`src/rtl/sp_wb_pkg.sv`:
```
// sp_wb_pkg: shared types and constants for the service-processor Wishbone arbiter.
package sp_wb_pkg;
  typedef enum logic [1:0] {ARB_IDLE, ARB_OWN0, ARB_OWN1} arb_state_t;
  localparam int SP_WB_ADR_W = 24;
  localparam int SP_WB_DAT_W = 8;
  localparam logic [SP_WB_DAT_W-1:0] TIMEOUT_DATA = 8'hFF;
endpackage

```
`src/rtl/sp_wb_arb_timer.sv`:
```
// sp_wb_arb_timer: stalled-strobe counter; o_tc pulses for one cycle when the
// count reaches TIMEOUT_CYCLES, then the count restarts from zero.
module sp_wb_arb_timer #(
  parameter int unsigned TIMEOUT_CYCLES = 255
) (
  input  logic clk,
  input  logic reset,
  input  logic i_clr,
  input  logic i_stall,
  output logic o_tc
);
  localparam int CNT_W = $clog2(TIMEOUT_CYCLES + 1);
  logic [CNT_W-1:0] r_cnt;
  assign o_tc = r_cnt == CNT_W'(TIMEOUT_CYCLES);
  always_ff @(posedge clk) begin
    if (reset || i_clr || o_tc) r_cnt <= '0;
    else if (i_stall) r_cnt <= r_cnt + 1'b1;
  end
endmodule

```
`src/rtl/sp_wb_arbiter.sv`:
```
// sp_wb_arbiter: two-master round-robin Wishbone arbiter granting whole cyc tenures.
// Define SP_WB_ARB_TIMEOUT_EN to add a forced 0xFF ack after TIMEOUT_CYCLES stalled cycles.
module sp_wb_arbiter
  import sp_wb_pkg::*;
#(
  parameter int unsigned TIMEOUT_CYCLES = 255,
  parameter int ADR_W = SP_WB_ADR_W
) (
  input  logic                   clk,
  input  logic                   reset,
  input  logic [ADR_W-1:0]       m0_adr_i,
  input  logic [SP_WB_DAT_W-1:0] m0_dat_i,
  input  logic                   m0_we_i,
  input  logic                   m0_sel_i,
  input  logic                   m0_stb_i,
  input  logic                   m0_cyc_i,
  output logic [SP_WB_DAT_W-1:0] m0_dat_o,
  output logic                   m0_ack_o,
  input  logic [ADR_W-1:0]       m1_adr_i,
  input  logic [SP_WB_DAT_W-1:0] m1_dat_i,
  input  logic                   m1_we_i,
  input  logic                   m1_sel_i,
  input  logic                   m1_stb_i,
  input  logic                   m1_cyc_i,
  output logic [SP_WB_DAT_W-1:0] m1_dat_o,
  output logic                   m1_ack_o,
  output logic [ADR_W-1:0]       s_adr_o,
  output logic [SP_WB_DAT_W-1:0] s_dat_o,
  output logic                   s_we_o,
  output logic                   s_sel_o,
  output logic                   s_stb_o,
  output logic                   s_cyc_o,
  input  logic [SP_WB_DAT_W-1:0] s_dat_i,
  input  logic                   s_ack_i,
  output logic [1:0]             owner_o,
  output logic                   timeout_o
);
  arb_state_t r_state, w_next;
  logic r_last, w_last_next;
  logic w_own0, w_own1, w_stb, w_force, w_ack;
  always_ff @(posedge clk) begin
    if (reset) begin
      r_state <= ARB_IDLE;
      r_last  <= 1'b1;
    end else begin
      r_state <= w_next;
      r_last  <= w_last_next;
    end
  end
  always_comb begin
    w_next = r_state;
    w_last_next = r_last;
    case (r_state)
      ARB_IDLE: begin
        if (m0_cyc_i && (!m1_cyc_i || r_last)) begin
          w_next = ARB_OWN0;
          w_last_next = 1'b0;
        end else if (m1_cyc_i) begin
          w_next = ARB_OWN1;
          w_last_next = 1'b1;
        end
      end
      ARB_OWN0: w_next = m0_cyc_i ? ARB_OWN0 : ARB_IDLE;
      ARB_OWN1: w_next = m1_cyc_i ? ARB_OWN1 : ARB_IDLE;
      default:  w_next = ARB_IDLE;
    endcase
  end
  // Gating ownership with reset aborts a tenure in the cycle reset is raised.
  assign w_own0 = r_state == ARB_OWN0 && !reset;
  assign w_own1 = r_state == ARB_OWN1 && !reset;
  assign w_stb  = (w_own0 && m0_stb_i && m0_cyc_i) || (w_own1 && m1_stb_i && m1_cyc_i);
  assign w_ack  = s_ack_i || w_force;
  assign owner_o  = {w_own1, w_own0};
  assign s_cyc_o  = (w_own0 && m0_cyc_i) || (w_own1 && m1_cyc_i);
  assign s_stb_o  = w_stb && !w_force;
  assign s_adr_o  = w_own0 ? m0_adr_i : w_own1 ? m1_adr_i : '0;
  assign s_dat_o  = w_own0 ? m0_dat_i : w_own1 ? m1_dat_i : '0;
  assign s_we_o   = w_own0 ? m0_we_i  : w_own1 && m1_we_i;
  assign s_sel_o  = w_own0 ? m0_sel_i : w_own1 && m1_sel_i;
  assign m0_ack_o = w_own0 && m0_stb_i && w_ack;
  assign m1_ack_o = w_own1 && m1_stb_i && w_ack;
  assign m0_dat_o = w_force ? TIMEOUT_DATA : s_dat_i;
  assign m1_dat_o = m0_dat_o;
`ifdef SP_WB_ARB_TIMEOUT_EN
  logic r_timeout;
  sp_wb_arb_timer #(.TIMEOUT_CYCLES(TIMEOUT_CYCLES)) u_timer (
    .clk    (clk),
    .reset  (reset),
    .i_clr  (r_state == ARB_IDLE || s_ack_i),
    .i_stall(w_stb && !s_ack_i),
    .o_tc   (w_force)
  );
  always_ff @(posedge clk) begin
    if (reset) r_timeout <= 1'b0;
    else if (w_force) r_timeout <= 1'b1;
  end
  assign timeout_o = r_timeout;
`else
  assign w_force   = 1'b0;
  assign timeout_o = (TIMEOUT_CYCLES == 0) & 1'b0;
`endif
endmodule

```
`config.mk`:
```
export PLATFORM = sky130hd
export DESIGN_NAME = sp_wb_arbiter
export DESIGN_NICKNAME = d
export VERILOG_FILES = /design/src/rtl/sp_wb_pkg.sv /design/src/rtl/sp_wb_arb_timer.sv /design/src/rtl/sp_wb_arbiter.sv
export SDC_FILE = /design/constraint.sdc
export NUM_CORES = 1
export LEC_CHECK = 0
export BUFFER_PORTS_ARGS = -buffer_cell sky130_fd_sc_hd__buf_2
export CORE_MARGIN = 2
export CORE_UTILIZATION = 25
export DETAILED_ROUTE_END_ITERATION = 12
export PLACE_DENSITY = 0.8
export SYNTH_ARGS = -nofsm -noshare
export SYNTH_HDL_FRONTEND = slang
export SYNTH_SLANG_ARGS = --single-unit
```
`constraint.sdc`:
```
create_clock -name clk -period 1.6 [get_ports clk]
set_input_delay 0.32 -clock clk [delete_from_list [all_inputs] [get_ports clk]]
set_output_delay 0.32 -clock clk [all_outputs]
set_load 0.01 [all_outputs]
```
==> impl_metrics.ini, run 1 <==
[clock_network]
clockBufferDepth = 2
numCtsBuffers = 3
cts_max_level = 1
path_clk_slew_ns = 0.04
cts-root-buf = clkbuf_4
clock-sinks = 3
cts_hold_buf = 0
clock_latency_ns = 0.24
cts_tree = yes

[setup_path]
path_buf_inv = 3
critPathMaxFanout = 8
critPathTopFamily = buffers and inverters
cp-end-kind = output port
cpMostUsedCell = buf_6
cp_data_required_time_ns = 1.28
path_cells = nor3b_4 -> buf_6 -> buf_6 -> a22o_1 -> buf_2
cp-start-kind = flop
max_stage_delay_ns = 0.35
arrival_ns = 1.38
slowest_stage = dfxtp_2
crit_type = flop to output port

[grt]
antenna_found_initial = 0
grt_pass1_wl_um = 4981
grt_max_degree = 9
track_usage = 0.1941
first_global_vias = 1039
grt_overflow = 0

[sta]
min_period_over_period = 1.061
finClkSkew_ns = 0.008478
drv_slew = 0
report.final.setup_viol = 37
hold_slack_ns = 0.3749
hold_violations = 0
setup_ws_ns = -0.09760
fin_crit_ns = 1.698
timing.fmax_mhz = 589.1
rsz0062_at_grt = true

[yosys]
netlist_area_um2 = 716.9
synth_edf_count = 0
synth_cells = 80
ys_top_cells_by_count = a22o_1 (23), buf_4 (19), a22o_2 (11)
ys_ff_latch = 3
ys_seq_area_frac = 0.08377
yosysMostFrequentCell = a22o_1
synth_area_leaders = a22o_1 (28%), buf_4 (20%), a22o_2 (15%)
synth_top_cell_area_share = 0.2810
ys_warn_count = 0
ys.flop_type = dfxtp_1
async_flop_share = 0
yosys.area.top_type = a22o_1
postSynthAreaPerCell_um2 = 8.962
syn-num-nets = 163
synthDistinctLibCells = 19

[pwr]
leakagePower_nw = 0.8801
p_int_mw = 0.3686
ir_worst_vdd_mv = 0.6208
clkPwrFrac = 0.249
power.share.combinational = 0.593
p_sw_frac = 0.3379
switching_power_mw = 0.1882
p_seq_frac = 0.158
power.density_nw_per_um2 = 366.3

[detailed_routing]
detail_route.wl_per_cell_um = 15.95
remaining_drc_errors = 0
drtAntennaViolNets = 0
drt_iter0_drc = 45
vias = 1116
viasPerCell = 5.096
drt-pass1-iter-count = 4
wirelength_um = 3493

[final_layout]
final_cell_count_no_fill = 219
layout-drive-gt1-share = 0.8138
nets = 272
antenna_cells = 0
area_growth_pct = 112.0

[floorplanning]
die_y_um = 57.55
die_w_um = 57.55
start_util = 0.2622
rows = 19
die_area_um2 = 3312
io_pins = 140
coreArea_um2 = 2734

[outcome]
status = finished, violations left
failed_checks = setup timing

[worst_hold_path]
hp-class = input pin to flop

[place]
routabilityCongestion = 0.6727
post-place-cells = 208
port_buffers = 114
dp_hpwl_um = 2439

[flow_run]
maxCapViolations = 0
==> registers in the layout, indices dropped and copies added (netlist names) <==
| name | count |
|---|---|
| r_state | 2 |
| r_last | 1 |
==> per-stage QoR <==
stage	area, um^2	TNS (ns)	power [mW]	utilization	worst slack [ns]
3_5_place_dp	1199	0	0.3511	0.4384	0.05644
2_1_floorplan	716.9	0	0.2479	-	0.009134
3_3_place_gp	1199	0	0.3492	0.4384	0.06834
4_1_cts	1498	-2.488	0.5546	0.5478	-0.08909
5_1_grt	1520	-4.703	0.5908	0.5561	-0.1619
6_report	1520	-2.428	0.5568	0.5561	-0.09760
==> cells by family (layout without fill, tap and decap cells) <==
logic type,count (synthesis),after routing,share of synthesized area
simple gates,13,13,0.1693
buf+inv,26,134,0.2722
other cells,1,1,0.005231
compound gates,37,37,0.4695
flops,3,3,0.08377
==> cell usage in the layout, fill, tap and decap left out <==
master,n
nor3b_4,2
nor4b_1,1
buf_8,4
dfxtp_1,1
and3_4,2
or2_2,1
nand3b_1,3
and4bb_2,1
conb_1,1
a22o_4,11
clkbuf_1,1
a22o_1,23
a32o_1,1
nor3b_1,2
a21oi_2,1
dfxtp_2,1
buf_4,4
clkbuf_4,3
buf_2,101
dfxtp_4,1
buf_6,21
o32a_1,1
and2_1,1
==> area by class of cell <==
type,count,area [um^2]
clock buffer,4,26.28
fill,262,1214
multi-input combinational,51,558.0
sequential,3,65.06
tap,31,38.79
timing repair buffer,130,832.0
==> path summary, 6_finish.rpt <==
| kind | start | to | slack, ns | depth (start not counted) |
|---|---|---|---|---|
| max | r_state[1] | s_adr_o[8] | -0.1 | 5 |
| min | m0_cyc_i | r_state[0] | 0.37 | 2 |
| max reg2reg | r_state[0] | r_last | 0.54 | 3 |
| min reg2reg | r_last | r_last | 0.55 | 1 |
==> worst register-to-register path, delay by kind of cell (launching register included) <==
family | cells | cell delay (ns)
flip-flops | 1 | 0.35
AO/OA/AOI/OAI | 1 | 0.15
AND/OR/NAND/NOR | 1 | 0.29
buffers and inverters | 1 | 0.15
==> routing by layer <==
| layer | share of wire | vias to the layer above | global-route usage |
|---|---|---|---|
| met5 | 0 | - | 0 |
| met2 | 0.50 | 82 | 0.3312 |
| met1 | 0.39 | 515 | 0.2497 |
| met4 | 0.0029 | 0 | 0.03987 |
| li1 | - | 517 | - |
| met3 | 0.11 | 2 | 0.04308 |
==> repair_timing <==
item | in CTS | in global routing
cloned | 4 | 0
buffers inserted | 4 | 0
pin swaps | 34 | 4
endpoints found under the setup margin | 39 | 40
gates resized for setup | 44 | 6
==> power groups by stage <==
stage                     registers (mW)  logic [mW]  clock network, mW
final                             0.0879       0.330              0.139
after global routing              0.0882       0.351              0.151
after CTS                         0.0876       0.325              0.141
after detailed placement          0.0892       0.262                  0
after global placement            0.0887       0.261                  0
after floorplan                   0.0897       0.158                  0
No activity file was read; power rests on OpenSTA's default activity.
==> run 2, diff against run 1 <==
--- a/config.mk
+++ b/config.mk
@@ -9,7 +9,8 @@
 export CORE_MARGIN = 2
 export CORE_UTILIZATION = 25
 export DETAILED_ROUTE_END_ITERATION = 12
-export PLACE_DENSITY = 0.8
+export HOLD_SLACK_MARGIN = 0.08
+export PLACE_DENSITY = 0.92
 export SYNTH_ARGS = -nofsm -noshare
 export SYNTH_HDL_FRONTEND = slang
 export SYNTH_SLANG_ARGS = --single-unit
==> impl_metrics.ini, run 2 (synthesis gave the netlist of run 1 again) <==
[pwr]
leakagePower_nw = 0.8697
power.density_nw_per_um2 = 359.7
ir_worst_vdd_mv = 0.3602

[detailed_routing]
vias = 1081
detail_route.wl_per_cell_um = 16.27
remaining_drc_errors = 0
drtAntennaViolNets = 0
drt-pass1-iter-count = 4
viasPerCell = 4.959
wirelength_um = 3547
drt_iter0_drc = 39

[clock_network]
cts_tree = yes
cts-root-buf = clkbuf_4
cts_max_level = 1
clock-sinks = 3
cts_hold_buf = 0
path_clk_slew_ns = 0.03
clock_latency_ns = 0.23
numCtsBuffers = 3
clockBufferDepth = 2

[setup_path]
r2r-end = r_last
crit_type = flop to output port
r2r_slack_ns = 0.56
critPathMaxFanout = 7
arrival_ns = 1.42
worstRegToRegCells = 3
cp_data_required_time_ns = 1.28
cp-start-kind = flop
r2r_start = r_state[0]
cp-end-kind = output port

[flow_run]
maxCapViolations = 0

[final_layout]
multi_input_area_um2 = 515.5
antenna_cells = 0
seqCellArea_um2 = 67.56
final_common_cell = buf_2
final.fill_count = 250
largest_reg_flops = 2
final_cell_count_no_fill = 218
max_flop_register = r_state
layout_common_cells = buf_2 (101), a22o_1 (23), buf_6 (17)
area_growth_pct = 113.8
top_regs = r_state: 2 flops, r_last: 1 flops
layout-drive-gt1-share = 0.8075
nets = 271

[outcome]
failed_checks = setup timing
status = finished, violations left

[sta]
report.final.setup_viol = 37
min_period_over_period = 1.085
fin_crit_ns = 1.736
tns_ns = -2.972
hold_violations = 0
drv_slew = 0
rsz0062_at_grt = true
timing.fmax_mhz = 576.2
setup_ws_ns = -0.1355
finClkSkew_ns = 0.0007632

[grt]
grt_pass1_wl_um = 4678
track_usage = 0.1805
antenna_found_initial = 0
grt_max_degree = 20
first_global_vias = 1032
grt_overflow = 0

[floorplanning]
io_pins = 140
die_y_um = 57.55
coreArea_um2 = 2734
die_area_um2 = 3312
rows = 19
start_util = 0.2622
die_w_um = 57.55

[worst_hold_path]
hold_start = m0_cyc_i
min_path_cells = 2
hp-class = input pin to flop
holdPathEnd = r_state[0]

[place]
post-place-cells = 205
routabilityCongestion = 0.7489
dp_hpwl_um = 2411
port_buffers = 114
==> run 2: changes by cell type in the layout (fill, tap and decap cells not counted), sizes merged <==
| cell | before | now |
|---|---|---|
| clkbuf | 4 | 7 |
| buf | 130 | 126 |
==> run 2: how the worst max path moves through the flow <==
stage / start / endpoint / slack (ns) / depth (start not counted)
6_report: r_state[0] / s_dat_o[5] / -0.14 / 5
5_1_grt: r_state[1] / s_adr_o[13] / -0.17 / 5
4_1_cts: r_state[0] / s_dat_o[3] / -0.12 / 5
3_5_place_dp: reset / s_adr_o[15] / 0.03 / 5
3_3_place_gp: reset / s_adr_o[15] / 0.04 / 5
2_1_floorplan: reset / m0_ack_o / 0.009 / 4
==> run 2: worst max-delay path: stages (launching register included) <==
cell and delay, ns:
dfxtp_4 0.35, nor3b_4 0.16, buf_6 0.13, clkbuf_16 0.15, a22o_2 0.27, buf_6 0.12
==> run 2: area by class of cell <==
type | instances | share of cell area
clock buffers | 4 | 0.01714
well taps | 31 | 0.02531
multi-input cells | 51 | 0.3363
repair buffers | 129 | 0.5771
flip-flops and latches | 3 | 0.04408
==> run 2: where the power goes <==
group / total (mW) / switching [mW] / leakage, nW / internal [mW]
clock network: 0.131 / 0.0373 / 0.0150 / 0.0933
registers: 0.0867 / 0.00617 / 0.0261 / 0.0805
logic: 0.334 / 0.135 / 0.829 / 0.199
==> run 2: through the flow <==
stage | hold WS (ns) | total power [mW] | utilization | area, um^2 | worst slack (ns)
after floorplan | 0.4922 | 0.2479 | - | 716.9 | 0.009134
after global placement | 0.5214 | 0.3483 | 0.4394 | 1201 | 0.03960
after detailed placement | 0.5286 | 0.3544 | 0.4394 | 1201 | 0.02791
after CTS | 0.3796 | 0.5407 | 0.5199 | 1421 | -0.1250
after global routing | 0.3921 | 0.5873 | 0.5606 | 1533 | -0.1746
final | 0.3888 | 0.5513 | 0.5606 | 1533 | -0.1355
==> run 2: repair_timing <==
item                                    4_1_cts  5_1_grt
pin swaps                                     3       12
buffers inserted                              5        0
gates resized for setup                      17       15
endpoints found under the setup margin       38       38
cloned                                        3        3
==> run 2: per-layer routing <==
| layer | wire length [um] | GRT usage | part of all wire | up-vias |
|---|---|---|---|---|
| met4 | 10 | 0.05980 | 0.0028 | 0 |
| li1 | - | - | - | 520 |
| met2 | 2014 | 0.3539 | 0.57 | 48 |
| met3 | 230 | 0.02268 | 0.065 | 2 |
| met1 | 1291 | 0.1948 | 0.36 | 511 |
| met5 | 0 | 0 | 0 | - |
==> run 3, diff against run 2 <==
--- a/config.mk
+++ b/config.mk
@@ -5,12 +5,14 @@
 export SDC_FILE = /design/constraint.sdc
 export NUM_CORES = 1
 export LEC_CHECK = 0
+export ABC_AREA = 1
 export BUFFER_PORTS_ARGS = -buffer_cell sky130_fd_sc_hd__buf_2
 export CORE_MARGIN = 2
-export CORE_UTILIZATION = 25
+export CORE_UTILIZATION = 28
+export CTS_CLUSTER_DIAMETER = 40
 export DETAILED_ROUTE_END_ITERATION = 12
 export HOLD_SLACK_MARGIN = 0.08
-export PLACE_DENSITY = 0.92
+export PLACE_DENSITY = 0.94
 export SYNTH_ARGS = -nofsm -noshare
 export SYNTH_HDL_FRONTEND = slang
 export SYNTH_SLANG_ARGS = --single-unit
==> impl_metrics.ini, run 3 <==
[outcome]
status = finished, violations left
failed_checks = setup timing

[detailed_routing]
drtAntennaViolNets = 0
drt-pass1-iter-count = 4
viasPerCell = 4.437
wirelength_um = 3098
remaining_drc_errors = 0
vias = 1340
drt_iter0_drc = 32
detail_route.wl_per_cell_um = 10.26

[worst_hold_path]
hp-class = input pin to flop

[yosys]
yosysMostFrequentCell = nand2_1
ys_top_cells_by_count = nand2_1 (108), buf_4 (19), buf_6 (6)
synth_cells = 162
synthDistinctLibCells = 15
ys_seq_area_frac = 0.07306
synth_area_leaders = nand2_1 (49%), buf_4 (17%), buf_6 (8.2%)
yosys.area.top_type = nand2_1
ys_warn_count = 0
synth-simple-area-share = 0.6164
postSynthAreaPerCell_um2 = 5.074
synth-adder-area-share = 0
synth_top_family_by_area = simple AND/OR/NAND/NOR gates
synth_compound_area_frac = 0.02740
synth_edf_count = 0
ys.flop_type = dfxtp_1
async_flop_share = 0
synth_xor_area_frac = 0
ys_ff_latch = 3
synthMuxAreaShare = 0
syn-num-nets = 245
netlist_area_um2 = 822.0
synth_top_cell_area_share = 0.4932

[place]
place_ws_ns = 0.08949
post-place-cells = 286
port_buffers = 114
routabilityCongestion = 0.8125
dp_hpwl_um = 2211

[final_layout]
layout_common_cells = buf_2 (114), nand2_1 (96), nand2_2 (16)
final_common_cell = buf_2
largest_reg_flops = 2
area_growth_pct = 76.86
nets = 355
final_util = 0.5227
final_cell_count_no_fill = 302
layout-drive-gt1-share = 0.5756
antenna_cells = 0
max_flop_register = r_state
final.fill_count = 289
top_regs = r_state: 2 flops, r_last: 1 flops

[sta]
report.final.setup_viol = 37
timing.fmax_mhz = 606.3
fin_crit_ns = 1.649
finClkSkew_ns = 0.0009359
hold_slack_ns = 0.3621
min_period_over_period = 1.031
setup_ws_ns = -0.04935
rsz0062_at_grt = true
hold_violations = 0
drv_slew = 0

[grt]
grt_pass1_wl_um = 4554
grt_max_degree = 22
antenna_found_initial = 0
track_usage = 0.1653
grt_overflow = 0
first_global_vias = 1157

[pwr]
ir_worst_vdd_mv = 0.4723
leakagePower_nw = 1.015
power.density_nw_per_um2 = 381.9

[floorplanning]
coreArea_um2 = 2781
start_util = 0.2955
io_pins = 140
die_y_um = 58.19
rows = 19
die_w_um = 58.19
die_area_um2 = 3385

[clock_network]
cts_max_level = 1
numCtsBuffers = 3
clock-sinks = 3
path_clk_slew_ns = 0.04
cts_tree = yes
clock_latency_ns = 0.23
cts_hold_buf = 0
cts-root-buf = clkbuf_4
clockBufferDepth = 2

[setup_path]
arrival_ns = 1.33
cp_data_required_time_ns = 1.28
cp-start-kind = flop
crit_type = flop to output port
cp-end-kind = output port
critPathMaxFanout = 8

[flow_run]
maxCapViolations = 0
## run 3: worst paths after layout
path	startpoint	end	slack [ns]	cells past startpoint
hold reg to reg	r_last	r_last	0.48	2
hold / removal	m1_cyc_i	r_state[0]	0.36	2
setup / recovery	r_state[0]	m0_ack_o	-0.05	7
setup reg to reg	r_state[0]	r_last	0.66	5
## run 3: cell families after synthesis
logic type             Yosys count
buffers and inverters           30
AOI/OAI and AO/OA                4
and+or+nand+nor                124
DFF                              3
other                            1
## run 3: through the flow
step / total power, mW / setup TNS (ns) / cell area [um^2]
after detailed placement: 0.3774 / 0 / 1251
after global routing: 0.6077 / -5.310 / 1454
final: 0.5553 / -1.284 / 1454
after CTS: 0.5456 / -1.455 / 1403
after floorplan: 0.2748 / 0 / 822.0
after global placement: 0.3708 / 0 / 1251
## run 3: where the power goes
part | total (mW) | internal [mW] | leakage [nW] | switching [mW]
logic | 0.334 | 0.168 | 0.974 | 0.166
registers | 0.0919 | 0.0829 | 0.0262 | 0.00901
clock network | 0.129 | 0.0933 | 0.0150 | 0.0360
## run 3: cell type report
type | instances | area, um^2 | share of cell area
Inverter | 5 | 21.27 | 0.01463
Sequential cell | 3 | 67.56 | 0.04647
Multi-Input combinational cell | 129 | 568.0 | 0.3907
Tap cell | 31 | 38.79 | 0.02668
Clock buffer | 4 | 26.28 | 0.01807
Timing Repair Buffer | 130 | 732.0 | 0.5034
## run 3: routing by layer
metal / up-vias / GRT usage / share of wire
met3: 2 / 0.03571 / 0.081
met4: 0 / 0.03322 / 0.0065
met5: - / 0 / 0
li1: 684 / - / -
met1: 592 / 0.1680 / 0.36
met2: 62 / 0.3377 / 0.55
## run 3: what timing repair did
item | 4_1_cts | 5_1_grt
endpoints found under the hold margin | 0 | 0
endpoints found under the setup margin | 39 | 39
buffers inserted | 3 | 3
gates resized for setup | 29 | 7
gates cloned | 4 | 2
pin swaps | 17 | 3
## run 3: worst max-delay path, stage by stage, from the launching register on
cell     delay (ns)
dfxtp_4        0.37
inv_4          0.04
nor3_4         0.18
buf_6          0.14
buf_8          0.13
nand2_2        0.04
nor2_1         0.07
buf_2          0.13
